--- src/rtl/fifo_pkg.sv ---
// Shared definitions for the flow-controlled FIFO: width helpers and the
// error code enum used by downstream status registers.
package fifo_pkg;

  function automatic int clog2(input int value);
    int result;
    result = 0;
    for (int v = value - 1; v > 0; v = v >> 1) begin
      result++;
    end
    return result;
  endfunction

  // Occupancy must represent 0..DEPTH inclusive, hence DEPTH+1 states.
  function automatic int cntWidth(input int addrWidth);
    return clog2((1 << addrWidth) + 1);
  endfunction

  typedef enum logic [1:0] {
    ERR_NONE = 2'd0,
    ERR_OVF  = 2'd1,
    ERR_UNF  = 2'd2
  } errCode_e;

endpackage

--- src/rtl/fifo_ram_2p.sv ---
// Storage array: one write port, one registered read port, no reset.
// Read-first on address collision so a full-FIFO push+pop returns the oldest entry.
module fifo_ram_2p #(
  parameter int DATA_WIDTH = 6,
  parameter int ADDR_WIDTH = 2
) (
  input  logic                  clk_i,
  input  logic                  we_i,
  input  logic [ADDR_WIDTH-1:0] waddr_i,
  input  logic [DATA_WIDTH-1:0] wdata_i,
  input  logic                  re_i,
  input  logic [ADDR_WIDTH-1:0] raddr_i,
  output logic [DATA_WIDTH-1:0] rdata_o
);

  logic [DATA_WIDTH-1:0] mem [1 << ADDR_WIDTH];

  always_ff @(posedge clk_i) begin
    if (we_i) mem[waddr_i] <= wdata_i;
    if (re_i) rdata_o <= mem[raddr_i];
  end

endmodule

--- src/rtl/fifo_flow_ctrl.sv ---
// Synchronous FIFO with programmable almost-full/almost-empty thresholds,
// hysteresis pause output and sticky overflow/underflow flags.
module fifo_flow_ctrl
  import fifo_pkg::*;
#(
  parameter  int DATA_WIDTH = 6,
  parameter  int ADDR_WIDTH = 2,
  localparam int CNT_W      = cntWidth(ADDR_WIDTH)
) (
  input  logic                  clk,
  input  logic                  reset_L,
  input  logic                  push,
  input  logic [DATA_WIDTH-1:0] data_in,
  input  logic                  pop,
  input  logic [CNT_W-1:0]      afull_thr,
  input  logic [CNT_W-1:0]      aempty_thr,
  input  logic                  err_clr,
  output logic [DATA_WIDTH-1:0] data_out,
  output logic                  valid_out,
  output logic [CNT_W-1:0]      count,
  output logic                  empty,
  output logic                  full,
  output logic                  almost_empty,
  output logic                  almost_full,
  output logic                  pause,
  output logic                  err_overflow,
  output logic                  err_underflow,
  output logic                  error
);

  localparam int DEPTH = 1 << ADDR_WIDTH;

  logic [ADDR_WIDTH-1:0] wrPtr_q, rdPtr_q;
  logic [CNT_W-1:0]      count_q, count_d;
  logic                  valid_q, pause_q, pause_d;
  logic                  ovf_q, ovf_d, unf_q, unf_d;
  logic                  hasData_q;
  logic                  popOk, pushOk;
  logic [DATA_WIDTH-1:0] ramRdata;

  assign empty  = (count_q == '0);
  assign full   = (count_q == CNT_W'(DEPTH));
  assign popOk  = pop && !empty;
  assign pushOk = push && (!full || popOk);

  always_comb begin
    count_d = count_q + CNT_W'(pushOk) - CNT_W'(popOk);
    pause_d = pause_q;
    // Set is checked first so misordered thresholds resolve towards pausing.
    if (count_d >= afull_thr)       pause_d = 1'b1;
    else if (count_d <= aempty_thr) pause_d = 1'b0;
    ovf_d = (push && !pushOk) || (ovf_q && !err_clr);
    unf_d = (pop && !popOk) || (unf_q && !err_clr);
  end

  always_ff @(posedge clk or negedge reset_L) begin
    if (!reset_L) begin
      wrPtr_q   <= '0;
      rdPtr_q   <= '0;
      count_q   <= '0;
      valid_q   <= 1'b0;
      pause_q   <= 1'b0;
      ovf_q     <= 1'b0;
      unf_q     <= 1'b0;
      hasData_q <= 1'b0;
    end else begin
      if (pushOk) wrPtr_q <= wrPtr_q + 1'b1;
      if (popOk) begin
        rdPtr_q   <= rdPtr_q + 1'b1;
        hasData_q <= 1'b1;
      end
      count_q <= count_d;
      valid_q <= popOk;
      pause_q <= pause_d;
      ovf_q   <= ovf_d;
      unf_q   <= unf_d;
    end
  end

  fifo_ram_2p #(
    .DATA_WIDTH(DATA_WIDTH),
    .ADDR_WIDTH(ADDR_WIDTH)
  ) uRam (
    .clk_i  (clk),
    .we_i   (pushOk),
    .waddr_i(wrPtr_q),
    .wdata_i(data_in),
    .re_i   (popOk),
    .raddr_i(rdPtr_q),
    .rdata_o(ramRdata)
  );

  // The RAM read register has no reset, so mask it until the first real pop.
  assign data_out      = hasData_q ? ramRdata : '0;
  assign valid_out     = valid_q;
  assign count         = count_q;
  assign almost_empty  = !empty && (count_q <= aempty_thr);
  assign almost_full   = (count_q >= afull_thr);
  assign pause         = pause_q;
  assign err_overflow  = ovf_q;
  assign err_underflow = unf_q;
  assign error         = ovf_q || unf_q;

endmodule
--- config.mk ---
export PLATFORM = sky130hd
export DESIGN_NAME = fifo_flow_ctrl
export DESIGN_NICKNAME = d
export VERILOG_FILES = /design/src/rtl/fifo_pkg.sv /design/src/rtl/fifo_ram_2p.sv /design/src/rtl/fifo_flow_ctrl.sv
export SDC_FILE = /design/constraint.sdc
export NUM_CORES = 1
export LEC_CHECK = 0
export CORE_MARGIN = 4
export CORE_UTILIZATION = 40
export CTS_BUF_LIST = sky130_fd_sc_hd__clkbuf_8
export CTS_CLUSTER_SIZE = 10
export DETAILED_ROUTE_END_ITERATION = 12
export PLACE_DENSITY_LB_ADDON = 0.05
export SLEW_MARGIN = 5
export SYNTH_ARGS = -nofsm -noshare
export SYNTH_HDL_FRONTEND = slang
export SYNTH_SLANG_ARGS = --single-unit
--- constraint.sdc ---
create_clock -name clk -period 2.7 [get_ports clk]
set_clock_uncertainty 0.05 [all_clocks]
set_input_delay 0.27 -clock clk [delete_from_list [all_inputs] [get_ports clk]]
set_output_delay 0.27 -clock clk [all_outputs]
set_load 0.02 [all_outputs]
==> results.sh <==
export IMPL_dpl_cell_count=220
export IMPL_cts_buffers=5
export IMPL_p_clk_frac=0.135
export IMPL_ir_drop_mv=0.438
export IMPL_p_sw_frac=0.354
export IMPL_stdcell_count=229
export IMPL_path_class="reg -> reg"
export IMPL_holdBufCountCts=0
export IMPL_drv_slew=0
export IMPL_hp_class="in -> async"
export IMPL_worstSkewPairLatency_ns=0.29
export IMPL_cp_max_fo=5
export IMPL_p_leak_uw=0.00102
export IMPL_ys_flop_type="edfxtp_1"
export IMPL_numClockSinks=42
export IMPL_fin_util=0.541
export IMPL_yosys_warnings=0
export IMPL_gp_congestion=0.767
export IMPL_intPower_uw=1860
export IMPL_portBuffers=34
export IMPL_core_area_sq_mm=0.00469
export IMPL_fp_dieH_um=77.5
export IMPL_ff2ff_path_depth=10
export IMPL_clockBufferDepth=2
export IMPL_cp_start_kind="flop"
export IMPL_ys_seq_area_frac=0.621
export IMPL_power_uw=2880
export IMPL_maxCapViolations=0
export IMPL_htreeDepth=2
export IMPL_tightest_slew_ns=0.577
export IMPL_synth_seq_cells=42
export IMPL_nets=209
export IMPL_antenna_cells=0
export IMPL_dieWidth_um=77.5
export IMPL_rsz0062_at_grt="true"
export IMPL_clk_pin_slew_worst_paths_ns=0.08
export IMPL_reg2reg_to="pause"
export IMPL_cts_root_buf="clkbuf_8"
export IMPL_p_sw_uw=1020
export IMPL_synth_cells=127
export IMPL_rr_startpoint="count[0]"
export IMPL_relSlewSlack=0.614
export IMPL_std_cell_rows=25
export IMPL_setup_worst_path_start="count[0]"
export IMPL_p_per_area_mw_per_mm2=1130
export IMPL_drc=0
export IMPL_hold_viol_final=0
export IMPL_ys_top_cells_by_area="edfxtp_1 47%, dfrtp_1 16%, ha_1 11%"
export IMPL_avgRoutedWirePerCell_um=15.0
export IMPL_post_route_min_period_ns=2.71
export IMPL_grt_pass1_wl_mm=5.89
export IMPL_end_kind="flop"
export IMPL_firstDrtPassIters=4
export IMPL_grt_max_degree=14
export IMPL_fmax_mhz=369
export IMPL_seqPwrFrac=0.360
export IMPL_violations="negative setup slack"
export IMPL_synth_area_leader_cell="edfxtp_1"
export IMPL_tritoncts="yes"
export IMPL_fin_setup_tns_ns=-0.0125
export IMPL_syn_to_final_growth_pct=31.2
export IMPL_antenna_found_initial=0
export IMPL_grt_ovfl_total=0
export IMPL_synth_top_area_share=0.466
export IMPL_fin_ws_ns=-0.0125
export IMPL_routed_wl_mm=3.44
export IMPL_start_util=0.412
export IMPL_final_layout_size_suffix_gt1_frac=0.223
export IMPL_synth_edf_count=30
export IMPL_cp_data_arrival_time_ns=2.84
export IMPL_outcome="finished, violations left"
export IMPL_setup_viol=1
export IMPL_die_area_sq_mm=0.00601
export IMPL_dpl_hpwl_mm=2.61
export IMPL_p_comb_frac=0.505
export IMPL_drt_antenna_violating_nets=0
export IMPL_required_ns=2.83
export IMPL_async_reset_ff_frac=0.286
export IMPL_netlist_area_sq_mm=0.00193
export IMPL_vias_per_cell=4.92
export IMPL_regToRegSetupSlack_ns=-0.01
export IMPL_fin_crit_sh=1.00
export IMPL_ios=35
export IMPL_crit_path_end="pause"
export IMPL_synth_cell_types=27
export IMPL_grt_util_all_layers=0.127
export IMPL_via_count=1126
export IMPL_drtIter0Drc=44
export IMPL_syn_nets=162
export IMPL_grt_pass1_vias=1186
export IMPL_syn_area_per_cell_sq_um=15.2
## final cells by class
cell class / count / area (sq um)
tap: 54 / 67.6
multi-input combinational: 68 / 719
timing repair buffer: 42 / 404
sequential: 42 / 1200
clock inverter: 3 / 17.5
clock buffer: 5 / 68.8
fill: 406 / 2150
inverter: 15 / 56.3
## how the worst min path moves through the flow
stage	cells past startpoint	end	slack (ns)	from
2_1_floorplan	0	count[0]	-0.08	reset_L
3_3_place_gp	2	err_overflow	0.49	err_overflow
3_5_place_dp	2	err_overflow	0.49	err_overflow
4_1_cts	1	hasData_q	0.32	reset_L
5_1_grt	1	hasData_q	0.34	reset_L
6_report	1	pause	0.29	reset_L
## through the flow
step	hold slack, ns	cell area [sq um]	setup slack, ns
after detailed placement	0.494	2410	-0.0444
final	0.295	2540	-0.0125
after global placement	0.485	2410	0.0130
after global routing	0.343	2540	-0.113
after floorplan	-0.0756	1960	-0.0209
after CTS	0.316	2500	0.000644
## what timing repair did
| action | 4_1_cts | 5_1_grt |
|---|---|---|
| endpoints found under the setup margin | 1 | 1 |
| gates resized for setup | 0 | 6 |
| pin swaps | 1 | 9 |
| buffers inserted | 0 | 1 |
## registers in the layout, indices dropped and copies added (netlist names)
| name | flops |
|---|---|
| count | 3 |
| err_overflow | 1 |
| err_underflow | 1 |
| hasData_q | 1 |
| pause | 1 |
| rdPtr_q | 2 |
| uRam.mem | 24 |
| uRam.rdata_o | 6 |
| valid_out | 1 |
| wrPtr_q | 2 |
## worst max-delay path, cell delays in order, from the launching register on
cell and delay (ns):
dfrtp_2 0.44, or3b_4 0.41, o21ai_2 0.11, o21ai_1 0.08, ha_2 0.20, fa_2 0.44, xnor2_4 0.24, ha_4 0.23
o21ai_2 0.10, a31oi_1 0.05, a211o_1 0.25
## cell usage in the layout, fill, tap and decap left out, drive strengths merged
master / count
a211o: 2
clkinv: 2
or3b: 1
mux4: 6
a21oi: 2
nand2b: 1
buf: 8
inv: 16
xnor2: 3
nand2: 4
a21o: 2
dfrtp: 12
clkdlybuf4s50: 34
a31oi: 2
o32ai: 1
mux2: 1
o21ai: 6
or2: 1
nor3: 1
and2: 10
nor2: 3
xor2: 2
o31a: 1
fa: 1
ha: 17
o21a: 1
clkbuf: 5
edfxtp: 30
## power groups by stage
stage	registers, uW	logic, uW	clock network [uW]
after floorplan	1060	826	0
after global placement	1050	1330	0
after detailed placement	1060	1360	0
after CTS	1040	1360	406
after global routing	1070	1600	437
final	1040	1450	388
## logic make-up after synthesis
kind of cell,count (synthesis),synth area share
simple gates,21,0.0634
compound gates,17,0.0614
buf+inv,17,0.0336
mux,7,0.0776
flops,42,0.621
xor+xnor,5,0.0226
fa+ha+maj,18,0.120
## per-layer routing
layer / track usage / vias to the layer above / part of all wire
li1: - / 549 / -
met1: 0.158 / 552 / 0.44
met2: 0.211 / 20 / 0.50
met3: 0.0394 / 5 / 0.040
met4: 0.0427 / 0 / 0.015
met5: 0 / - / 0
## synthesized netlist by cell type, types with 3 or more instances
cell type and n:
edfxtp_1 30, ha_1 17, inv_1 15, dfrtp_1 12, and2_1 6, mux4_2 6, o21ai_0 6, and2_2 4
nand2_1 4, nor2_1 3, xnor2_1 3
(Power assumes the default switching activity.)
